--- config.mk ---
export PLATFORM = sky130hd
export DESIGN_NAME = ddram_dl_writer
export DESIGN_NICKNAME = d
export VERILOG_FILES = /design/src/rtl/ddram_dl_pkg.sv /design/src/rtl/ddram_dl_fifo.sv /design/src/rtl/ddram_dl_writer.sv
export SDC_FILE = /design/constraint.sdc
export NUM_CORES = 1
export LEC_CHECK = 0
export CORE_ASPECT_RATIO = 0.8
export CORE_MARGIN = 2
export CORE_UTILIZATION = 45
export DETAILED_ROUTE_END_ITERATION = 8
export PLACE_DENSITY_LB_ADDON = 0.1
export SLEW_MARGIN = 25
export SYNTH_ARGS = -nofsm -noshare
export SYNTH_HDL_FRONTEND = slang
export SYNTH_HIERARCHICAL = 1
export SYNTH_SLANG_ARGS = --single-unit
--- constraint.sdc ---
create_clock -name clk_sys -period 6.65 [get_ports clk_sys]
set_input_delay 1.995 -clock clk_sys [delete_from_list [all_inputs] [get_ports clk_sys]]
set_output_delay 1.995 -clock clk_sys [all_outputs]
set_load 0.02 [all_outputs]
--- src/rtl/ddram_dl_pkg.sv ---
// Shared types for the download-to-DDRAM writer: FIFO entry layout, drain FSM states, pad byte.
package ddram_dl_pkg;

  typedef struct packed {
    logic [25:0] haddr;
    logic [15:0] data;
  } dl_entry_t;

  typedef enum logic [1:0] {
    SYNC,
    IDLE,
    WAIT
  } drain_state_t;

  localparam logic [7:0] PAD_BYTE = 8'h00;

endpackage

--- src/rtl/ddram_dl_fifo.sv ---
// Show-ahead synchronous FIFO of download entries; rd_dat is valid whenever empty=0.
// A push while full is ignored unless a pop frees the slot in the same cycle.
module ddram_dl_fifo
  import ddram_dl_pkg::*;
#(
  parameter int FIFO_AW = 3
) (
  input  logic             clk_sys,
  input  logic             reset_n,
  input  logic             push,
  input  dl_entry_t        wr_dat,
  input  logic             pop,
  output dl_entry_t        rd_dat,
  output logic [FIFO_AW:0] count,
  output logic             full,
  output logic             empty
);

  localparam int DEPTH = 1 << FIFO_AW;

  dl_entry_t          mem [DEPTH];
  logic [FIFO_AW-1:0] wr_ptr;
  logic [FIFO_AW-1:0] rd_ptr;
  logic               wr_en;
  logic               rd_en;

  assign full   = (count == DEPTH[FIFO_AW:0]);
  assign empty  = (count == '0);
  assign rd_en  = pop & ~empty;
  assign wr_en  = push & (~full | rd_en);
  assign rd_dat = mem[rd_ptr];

  always_ff @(posedge clk_sys) begin
    if (wr_en) mem[wr_ptr] <= wr_dat;
  end

  always_ff @(posedge clk_sys or negedge reset_n) begin
    if (!reset_n) begin
      wr_ptr <= '0;
      rd_ptr <= '0;
      count  <= '0;
    end else begin
      if (wr_en) wr_ptr <= wr_ptr + 1'b1;
      if (rd_en) rd_ptr <= rd_ptr + 1'b1;
      case ({wr_en, rd_en})
        2'b10:   count <= count + 1'b1;
        2'b01:   count <= count - 1'b1;
        default: count <= count;
      endcase
    end
  end

endmodule

--- src/rtl/ddram_dl_writer.sv ---
// Pairs HPS download bytes into little-endian halfwords and issues them over the we_req/we_ack toggle.
// Issue >=2 cycles after pairing; dl_wait registered (1 cycle). DDRAM_DL_CHECKSUM_EN adds a checksum port.
module ddram_dl_writer
  import ddram_dl_pkg::*;
#(
  parameter int          FIFO_AW   = 3,
  parameter int          WAIT_HWM  = 6,
  parameter logic [27:0] BASE_ADDR = 28'h0
) (
  input  logic        clk_sys,
  input  logic        reset_n,
  input  logic        dl_en,
  input  logic        dl_wr,
  input  logic [26:0] dl_addr,
  input  logic [7:0]  dl_data,
  output logic        dl_wait,
  output logic [27:0] wraddr,
  output logic [15:0] din,
  output logic        we_req,
  input  logic        we_ack,
  output logic        dl_done,
  output logic        overflow,
  output logic [27:0] byte_count
`ifdef DDRAM_DL_CHECKSUM_EN
  ,
  output logic [31:0] checksum
`endif
);

  localparam logic [FIFO_AW:0] HWM = WAIT_HWM[FIFO_AW:0];

  logic             dl_en_q, dl_rise, dl_fall, acc, held_ok;
  logic             held_vld, held_vld_nxt;
  logic [25:0]      held_haddr, held_haddr_nxt;
  logic [7:0]       held_byte, held_byte_nxt;
  logic             push_a_vld, push_b_vld, skid_vld, skid_vld_nxt;
  dl_entry_t        push_a, push_b, skid, skid_nxt;
  logic             fifo_push, fifo_pop, fifo_full, fifo_empty, drop;
  dl_entry_t        fifo_wdat, fifo_rdat;
  logic [FIFO_AW:0] fifo_count;
  drain_state_t     state, state_nxt;
  logic             req_nxt, issue, done_armed, done_cond;

  assign dl_rise = dl_en & ~dl_en_q;
  assign dl_fall = ~dl_en & dl_en_q;
  assign acc     = dl_en & dl_wr;
  assign held_ok = held_vld & ~dl_rise;  // a rising dl_en discards any stale low byte

  always_comb begin
    held_vld_nxt   = held_ok;
    held_haddr_nxt = held_haddr;
    held_byte_nxt  = held_byte;
    push_a_vld     = 1'b0;
    push_a         = {held_haddr, PAD_BYTE, held_byte};
    push_b_vld     = 1'b0;
    push_b         = {dl_addr[26:1], dl_data, PAD_BYTE};
    if (acc) begin
      if (!dl_addr[0]) begin
        push_a_vld     = held_ok;
        held_vld_nxt   = 1'b1;
        held_haddr_nxt = dl_addr[26:1];
        held_byte_nxt  = dl_data;
      end else begin
        held_vld_nxt = 1'b0;
        push_a_vld   = 1'b1;
        if (held_ok && held_haddr == dl_addr[26:1]) begin
          push_a.data = {dl_data, held_byte};
        end else if (held_ok) begin
          push_b_vld = 1'b1;
        end else begin
          push_a = push_b;
        end
      end
    end else if (dl_fall && held_vld) begin
      push_a_vld   = 1'b1;
      held_vld_nxt = 1'b0;
    end
  end

  // The skid always drains first; it can only refill while the holder is empty,
  // so a double push never meets an occupied skid.
  always_comb begin
    if (skid_vld) begin
      fifo_push    = 1'b1;
      fifo_wdat    = skid;
      skid_vld_nxt = push_a_vld;
      skid_nxt     = push_a;
    end else begin
      fifo_push    = push_a_vld;
      fifo_wdat    = push_a;
      skid_vld_nxt = push_b_vld;
      skid_nxt     = push_b;
    end
  end

  assign drop = fifo_push & fifo_full & ~fifo_pop;

  ddram_dl_fifo #(.FIFO_AW(FIFO_AW)) u_fifo (
    .clk_sys (clk_sys),
    .reset_n (reset_n),
    .push    (fifo_push),
    .wr_dat  (fifo_wdat),
    .pop     (fifo_pop),
    .rd_dat  (fifo_rdat),
    .count   (fifo_count),
    .full    (fifo_full),
    .empty   (fifo_empty)
  );

  always_comb begin
    state_nxt = state;
    req_nxt   = we_req;
    issue     = 1'b0;
    case (state)
      SYNC: begin
        req_nxt   = we_ack;
        state_nxt = IDLE;
      end
      IDLE: if (!fifo_empty && we_req == we_ack) begin
        issue     = 1'b1;
        req_nxt   = ~we_req;
        state_nxt = WAIT;
      end
      WAIT: if (we_ack == we_req) state_nxt = IDLE;
      default: state_nxt = SYNC;
    endcase
  end

  assign fifo_pop  = issue;
  assign done_cond = done_armed & ~dl_en & ~held_vld & ~skid_vld & fifo_empty
                   & (state == IDLE) & (we_req == we_ack);

  always_ff @(posedge clk_sys or negedge reset_n) begin
    if (!reset_n) begin
      dl_en_q    <= 1'b0;
      held_vld   <= 1'b0;
      held_haddr <= '0;
      held_byte  <= '0;
      skid_vld   <= 1'b0;
      skid       <= '0;
      state      <= SYNC;
      we_req     <= 1'b0;
      wraddr     <= '0;
      din        <= '0;
      dl_wait    <= 1'b0;
      dl_done    <= 1'b0;
      done_armed <= 1'b0;
      overflow   <= 1'b0;
      byte_count <= '0;
    end else begin
      dl_en_q    <= dl_en;
      held_vld   <= held_vld_nxt;
      held_haddr <= held_haddr_nxt;
      held_byte  <= held_byte_nxt;
      skid_vld   <= skid_vld_nxt;
      skid       <= skid_nxt;
      state      <= state_nxt;
      we_req     <= req_nxt;
      if (issue) begin
        wraddr <= BASE_ADDR + {1'b0, fifo_rdat.haddr, 1'b0};
        din    <= fifo_rdat.data;
      end
      dl_wait    <= (fifo_count >= HWM) | skid_vld;
      dl_done    <= done_cond;
      done_armed <= dl_fall | (done_armed & ~done_cond);
      if (dl_rise)   overflow <= drop;
      else if (drop) overflow <= 1'b1;
      if (dl_rise)  byte_count <= acc ? 28'd1 : 28'd0;
      else if (acc) byte_count <= byte_count + 28'd1;
    end
  end

`ifdef DDRAM_DL_CHECKSUM_EN
  always_ff @(posedge clk_sys or negedge reset_n) begin
    if (!reset_n)     checksum <= '0;
    else if (dl_rise) checksum <= acc ? {24'd0, dl_data} : 32'd0;
    else if (acc)     checksum <= checksum + {24'd0, dl_data};
  end
`endif

endmodule

# Word-level counts from Yosys, hierarchy flattened
# Memory sizes are Yosys's and may differ from the RTL's. A register that Yosys moved wholly into a read port is not among the register bits.
# Cells that the tools add are included.
classes:
  bitwise_logic: 29
  addsub: 5
  n_reduce_logical: 14
  n_lt_le_gt_ge: 1
  n_mux: 34
  n_eq_ne: 10
op_table:
  columns: ["op", "n"]
  rows:
  - ["$mux W42", 5]
  - ["$mux W28", 2]
  - ["$add A28 B1 Y28 const B", 1]
  - ["$eq A26 B26 Y1", 1]
  - ["$mux W26", 1]
  - ["$mux W1", 20]
  - ["$mux W16", 1]
  - ["$and A1 B1 Y1", 15]
  - ["$not A1 Y1", 11]
  - ["$pmux W4 S2", 1]
  - ["$reduce_bool A2 Y1", 4]
  - ["$add A3 B1 Y3 const B", 2]
  - ["$pmux W2 S3", 1]
  - ["$reduce_and A2 Y1", 3]
  - ["$add A4 B1 Y4 const B", 1]
  - ["$eq A2 B1 Y1 const B", 2]
  - ["$eq A2 B2 Y1 const B", 2]
  - ["$eq A4 B4 Y1 const B", 1]
  - ["$ge A4 B3 Y1 const B", 1]
  - ["$logic_not A4 Y1", 1]
  - ["$mux W2", 2]
  - ["$ne A2 B2 Y1 const B", 2]
  - ["$sub A4 B1 Y4 const B", 1]
  - ["$logic_and A1 B1 Y1", 3]
  - ["5 further kinds", 9]
totals:
  ff_bits: 124
  in_bits: 40
  mem_count: 1
  out_inout_bits: 76
  mem_bits_rw: 336
  elab_cells: 111
mem_list:
  columns: ["memory", "depth", "word_bits", "read_ports", "rd_ports_with_merged_regs", "write_ports", "line_no", "rtl"]
  rows:
  - ["u_fifo.mem", 8, 42, 1, 1, 1, "ddram_dl_fifo.sv:21", "dl_entry_t mem [DEPTH];"]

# Logic depth before layout (Yosys ltp)
# Gate-level depths: netlist (run 1).
logic_depth:
  word_depth: 11
  ltp_mapped: 12
  mapped_depth_nobuf: 10

# Hierarchy
# Netlist (run 1), hierarchy kept.
by_module_without_submodules:
  columns: ["mod", "seq_area_each_um2", "cells_each", "area_per_inst_um2", "instances"]
  rows:
  - ["ddram_dl_fifo", 10339.9, 575, 13380.3, 1]
  - ["ddram_dl_writer", 3903.7, 667, 7498.4, 1]

# Worst setup path before layout (run 1)
# Ideal clock, no wire load.
synth_path:
  path_kind: "input to register"
  startpoint: "input port we_ack"
  endpoint: "memory u_fifo/mem[0][0] in the netlist's numbering, enable pin"
  cell_stages: 8
  setup_time_ps: 493
  n_path_buf: 2
  arrival_ps: 6600
  required_time_ps: 6157
  slack_ps: -443
  path_cell_list: "xor2_1 nor4_2 buf_2 clkbuf_1 nand2b_1 o21a_1 nand2b_1 nor3_1"
synth_between:
  elab_chain_cells: 9
synth_rtl:
  columns: ["element", "line_no", "rtl"]
  rows:
  - ["from (decl)", "ddram_dl_writer.sv:20", "input logic we_ack,"]
  - ["$eq A1 B1 Y1", "ddram_dl_writer.sv:119", "IDLE: if (!fifo_empty && we_req == we_ack) begin"]
  - ["$logic_and A1 B1 Y1", "ddram_dl_writer.sv:119", null]
  - ["$mux W1", "ddram_dl_writer.sv:119", null]
  - ["$mux W1", "ddram_dl_writer.sv:114", "case (state)"]
  - ["via fifo_pop", "ddram_dl_writer.sv:38", "logic fifo_push, fifo_pop, fifo_full, fifo_empty, drop;"]
  - ["$and A1 B1 Y1", "ddram_dl_fifo.sv:29", "assign rd_en = pop & ~empty;"]
  - ["$or A1 B1 Y1", "ddram_dl_fifo.sv:30", "assign wr_en = push & (~full | rd_en);"]
  - ["$and A1 B1 Y1", "ddram_dl_fifo.sv:30", null]
  - ["$mux W1", "ddram_dl_fifo.sv:34", "if (wr_en) mem[wr_ptr] <= wr_dat;"]
  - ["$mux W1 (implied by the code)", "ddram_dl_fifo.sv:34", null]
  - ["to (decl)", "ddram_dl_fifo.sv:21", null]
# The timed path passes the listed nets, and every way through them passes these cells.

==> flow_summary.yaml, run 1 <==
route:
  drt_iter0_markers: 873
  totalWireLength_um: 47790
  antenna_left: 0
  post_drt_wl_per_cell_um: 23.67
  routed_via_density: 5.571
  drt_first_pass_iters: 7
  drc_errors: 0
  vias: 11248
timing:
  slew_violations: 0
  whs_ns: 0.5023
  rsz0062_at_grt: "no"
  worst_slew_pin_slew_ns: 1.001
  skew_ns: 0.01945
  relSlewSlack_pct: 33.27
  timing.final.crit_share_pct: 72.81
  setup_tns_ns: 0
  finalCriticalPeriod_ns: 4.842
  setup_viol: 0
  max_freq_mhz: 206.5
  hold_viol_final: 0
finish:
  nets: 1410
  drive_gt1_share_pct: 24.06
  stdcell_area_um2: 24460
  nFillCells: 3713
  syn_to_final_growth_pct: 17.17
  fin_util_pct: 53.51
setup_path:
  cp.arrival_ns: 5.11
  critPathMaxFanout: 23
  critPathCaptureType: "flip-flop"
  path_class: "primary input to flip-flop"
  slowest_stage: "clkdlybuf4s50_1"
  slowest_delay_ns: 0.78
  required_ns: 6.92
  worstSetupStartpointType: "primary input"
  crit_chain: "clkdlybuf4s50_1 -> and3_1 -> nand2_2 -> buf_4 -> mux2i_1 -> o21ai_0"
clock_tree:
  cts_made_buffers: 50
  cts_resized: 0
  htreeDepth: 2
  worstSkewPairLatency_ns: 0.60
  ctsHoldBuffers: 0
  clkSinkCount: 502
  cts_tree: "done"
  clk_pin_slew_ns: 0.06
  clock-root-buffer: "clkbuf_16"
  clk_path_buf_depth: 3
  cts_setup_buffers: 0
global_routing:
  grt_pass1_wl_um: 72590
  groute.usage.overall_pct: 20.37
  gr-total-overflow: 0
  grt_max_degree: 91
  grt_pass1_vias: 11221
  antenna_found_initial: 2
placement:
  placed_area_um2: 22780
  portBuffers: 113
  place_congestion: 0.7608
  dp_hpwl_um: 28130
floorplan:
  io_pins: 116
  core.rowCount: 70
  dieWidth_um: 244.8
  start_util_pct: 45.67
  core-area_um2: 45720
  die_h_um: 196.7
  die-area_um2: 48150
synth:
  synth_edf_count: 336
  synth-xor-area-share_pct: 1.636
  avgSynthCellArea_um2: 16.81
  synth_fa_ha_area_share_pct: 0.3955
  syn_inst: 1242
  async_flop_share_pct: 33.07
  netlist_area_um2: 20880
  ys_seq_area_share_pct: 68.22
  ys_top_cells_by_count: "edfxtp_1, dfrtp_1, mux2_2, nand2_1, mux4_2"
  post-synth-top-count-cell: "edfxtp_1"
  yosys.area_share.simple_pct: 5.238
  synth-compound-area-share_pct: 4.003
  yosysTopAreaCellShare_pct: 48.33
  synth_top_family_by_area: "multiplexers"
  yosys_register_bits: 502
  ys.flop_type: "edfxtp_1"
  synth_area_leader_cell: "edfxtp_1"
  synthMuxAreaShare_pct: 18.39
  yosys_warnings: 6
  synth_cell_type_count: 58
  synthTopCellsByArea: "edfxtp_1, dfrtp_1, mux4_2"
run_status:
  status: "completed"
power:
  power.density_nw_per_um2: 399.8
  p_leak_uw: 0.008684
  p_total_uw: 9780
  peakVddDrop_uv: 223.9
job:
  maxCapViolations: 0
hold_path:
  min_path_type: "flip-flop to flip-flop"
-- where the power goes --
group	leakage, µW	total, µW	internal (µW)	switching, µW
Clock	0.000809	2880	1710	1180
Combinational	0.00278	2670	1350	1320
Sequential	0.00510	4230	3860	368
Total	0.00868	9780	6920	2860
-- sequential cells by signal, indices dropped and copies added, names as in the netlist, 4 cells and up --
signal        cells
din              16
held_byte         8
u_fifo/mem      336
wraddr           26
held_haddr       26
u_fifo/count      4
byte_count       28
skid             42
-- critical path: cells and delay by family --
| family | cells | cell delay, ns |
|---|---|---|
| buf+inv | 2 | 1.23 |
| mux | 1 | 0.17 |
| simple gates | 2 | 0.99 |
| compound gates | 1 | 0.68 |
-- stage by stage --
step                      std cells  setup WS (ns)
after floorplan                1243         0.6824
after global placement         1924          1.405
after detailed placement       1924          1.245
after CTS                      2017          1.876
after global routing           2017          1.636
final                          2019          1.808
-- cells by family (layout without fill, tap and decap cells) --
kind of cell	after synthesis	count (layout)
AO/OA/AOI/OAI	135	135
XOR/XNOR	39	39
adder cells (fa/ha/maj)	6	6
buffers and inverters	88	250
flip-flops	502	502
multiplexers	257	257
other	1	4
AND/OR/NAND/NOR	214	214
-- final timing paths --
kind / startpoint / to / slack [ns] / cells past startpoint
min in group asynchronous: reset_n / wraddr[6] / 1.46 / 1
max in group asynchronous: reset_n / skid_vld / 4.04 / 2
worst min-delay path: wraddr[4] / wraddr[4] / 0.50 / 1
worst max register to register: u_fifo/count[3] / u_fifo/mem[6][18] / 3.63 / 8
worst max-delay path: dl_wr / u_fifo/mem[0][28] / 1.81 / 6
worst min register to register: wraddr[4] / wraddr[4] / 0.50 / 1
-- final cells by class --
cell class              count  area (µm²)  area share, %
flip-flops and latches    502       14260          58.27
multi-input cells         653        6284          25.68
repair buffers            140        1413          5.774
clock buffers              66        1353          5.529
well taps                 612       765.7          3.130
clock inverters            27       325.3          1.330
inverters                  17       63.81         0.2608
diodes                      2       5.005        0.02046
-- metal layers --
metal,vias to the layer above,GRT usage [%],share of wire (%)
met4,2,4.584,1.3
met1,5858,32.02,50
met2,257,29.81,44
met3,47,3.404,4.6
li1,5084,-,-
met5,-,0,0.033
-- layout by cell type, fill, tap and decap left out, types with 27 or more instances in the layout --
| cell type | synthesis | routed |
|---|---|---|
| clkbuf_16 | 0 | 51 |
| mux2_2 | 144 | 144 |
| edfxtp_1 | 336 | 336 |
| mux4_2 | 75 | 75 |
| nand2_1 | 76 | 75 |
| xor2_1 | 30 | 30 |
| o21ai_0 | 54 | 54 |
| dfrtp_1 | 166 | 162 |
| nand3_1 | 27 | 27 |
| mux2i_1 | 28 | 28 |
| clkdlybuf4s50_1 | 0 | 112 |
(Power assumes the default switching activity.)
==> run 2: changes to the inputs <==
==> constraint.sdc (replaced) <==
create_clock -name clk_sys -period 4.4 [get_ports clk_sys]
set_input_delay 1.32 -clock clk_sys [delete_from_list [all_inputs] [get_ports clk_sys]]
set_output_delay 1.32 -clock clk_sys [all_outputs]
set_load 0.02 [all_outputs]
==> run 2 against run 1 <==
Effect of this change:
- non-clock buffer count rose by 42
- via count fell by 0.14%
- die area unchanged
- flip-flop and latch count stayed put
- cell area rose by 2.0%
- sequential share of layout area shrank 1.2 points
- combinational power rose by 52%
- wire length shrank 6.8%
- hold slack better by 0.0020 ns
- total power up 54%
==> flow_summary.yaml, run 2 (synthesis results as in run 1) <==
route:
  totalWireLength_um: 44540
  vias: 11232
  drc_errors: 0
  antenna_left: 0
  drt_first_pass_iters: 4
  routed_via_density: 5.444
  drt_iter0_markers: 685
  post_drt_wl_per_cell_um: 21.59
finish:
  nFillCells: 3715
  largest_reg_flops: 336
  drive_gt1_share_pct: 26.71
  fin_util_pct: 54.58
  stdcell_area_um2: 24960
  syn_to_final_growth_pct: 19.52
  fin_cells: 2063
  nets: 1453
  reg_top3: "u_fifo/mem x336, skid x42, byte_count x28"
  final_common_cell: "edfxtp_1"
  largest-register: "u_fifo/mem"
  final_cell_mix: "edfxtp_1, dfrtp_1, mux2_2"
timing:
  hold_viol_final: 0
  relSlewSlack_pct: 30.99
  timing.final.ws_setup_ns: 0.7793
  max_freq_mhz: 276.2
  timing.final.crit_share_pct: 82.29
  rsz0062_at_grt: "no"
  setup_viol: 0
  worst_slew_pin_slew_ns: 1.024
  skew_ns: 0.01296
  finalCriticalPeriod_ns: 3.621
  slew_violations: 0
hold_path:
  min_path_type: "flip-flop to flip-flop"
clock_tree:
  clk_path_buf_depth: 3
  clock-root-buffer: "clkbuf_16"
  clkSinkCount: 502
  cts_made_buffers: 51
  ctsHoldBuffers: 0
  worstSkewPairLatency_ns: 0.59
  cts_setup_buffers: 0
  cts_resized: 0
  htreeDepth: 2
  clk_pin_slew_ns: 0.06
  cts_tree: "done"
setup_path:
  cp.arrival_ns: 4.07
  critPathMaxFanout: 6
  cp_top_family: "simple AND/OR/NAND/NOR gates"
  slowest_stage: "clkdlybuf4s50_1"
  path_class: "primary input to flip-flop"
  slowest_delay_ns: 0.47
  critPathBufInv: 3
  critPathCaptureType: "flip-flop"
  crit_chain: "clkdlybuf4s50_1 -> xor2_1 -> nor4_4 -> inv_1 -> or3_1 -> inv_1 -> ha_1 -> a211oi_1 -> or3_1 -> o22a_1 -> o221ai_1"
  required_ns: 4.85
  worstSetupStartpointType: "primary input"
placement:
  dp.cells: 1966
  portBuffers: 113
  place_congestion: 0.7511
  dp_slack_ns: 0.1933
  dp_hpwl_um: 27160
  placed_area_um2: 23150
power:
  power.density_nw_per_um2: 602.7
  p_sw_uw: 4294
  internal_power_uw: 10750
  clock_power_share_pct: 30.7
  switching_share_pct: 28.55
  power_frac_seq_pct: 42.4
  p_leak_uw: 0.008983
  peakVddDrop_uv: 327.6
  comb_power_share_pct: 27.0
floorplan:
  start_util_pct: 45.67
  die_h_um: 196.7
  die-area_um2: 48150
  core-area_um2: 45720
  io_pins: 116
  core.rowCount: 70
  dieWidth_um: 244.8
global_routing:
  grt_pass1_vias: 11340
  groute.usage.overall_pct: 19.01
  antenna_found_initial: 1
  grt_max_degree: 79
  grt_pass1_wl_um: 69030
  gr-total-overflow: 0
job:
  maxCapViolations: 0
run_status:
  status: "completed"
## run 2: cell count changes in the layout (fill, tap and decap cells not counted), sizes merged
cell,before,now
buf,27,69
clkinv,15,18
bufinv,7,9
clkbuf,67,65
clkinvlp,3,2
## run 2: layout make-up
cell class / count / area [µm²] / share of cell area (%)
Clock inverter: 31 / 400.4 / 1.604
Multi-Input combinational cell: 653 / 6279 / 25.16
Inverter: 17 / 63.81 / 0.2557
Tap cell: 612 / 765.7 / 3.068
Sequential cell: 502 / 14250 / 57.12
Antenna cell: 2 / 5.005 / 0.02006
Clock buffer: 64 / 1398 / 5.600
Timing Repair Buffer: 182 / 1790 / 7.175
## run 2: power by group through the flow
stage / sequential (µW) / combinational (µW) / clock [µW]
after global routing: 6470 / 4400 / 4910
final: 6370 / 4060 / 4610
after global placement: 6470 / 4100 / 0
after floorplan: 6440 / 2710 / 0
after detailed placement: 6490 / 4120 / 0
after CTS: 6400 / 4140 / 4720
## run 2: metal layers
metal / wire, µm / up-vias / track usage [%]
li1: - / 5170 / -
met1: 22080 / 5808 / 29.35
met2: 20080 / 206 / 28.19
met3: 1704 / 48 / 3.023
met4: 679 / 0 / 4.946
met5: 0 / - / 0
## run 2: through the flow
stage	hold WS [ns]	power [µW]	TNS [ns]
5_1_grt	0.5209	15780	0
4_1_cts	0.5093	15260	0
3_3_place_gp	0.4873	10570	0
3_5_place_dp	0.4946	10610	0
6_report	0.5042	15040	0
2_1_floorplan	0.4697	9152	-13.15
## run 2: worst reg2reg max path: cells and delay by family, from the launching register on
family                   cells  cell delay [ns]
buffers and inverters        3             0.44
AO/OA/AOI/OAI                3             0.54
AND/OR/NAND/NOR              4             1.04
flip-flops                   1             0.53
adder cells (fa/ha/maj)      1             0.24
## run 2: final timing paths
kind                                  from         endpoint  slack (ns)  cells after the start
hold / removal                      din[6]           din[6]        0.50                      1
setup / recovery                    we_ack  u_fifo/count[3]        0.78                     11
max in group asynchronous          reset_n         skid_vld        2.75                      2
min in group asynchronous          reset_n       wraddr[16]        0.77                      1
hold reg to reg                     din[6]           din[6]        0.50                      1
setup reg to reg           u_fifo/count[3]  u_fifo/count[3]        1.47                     11
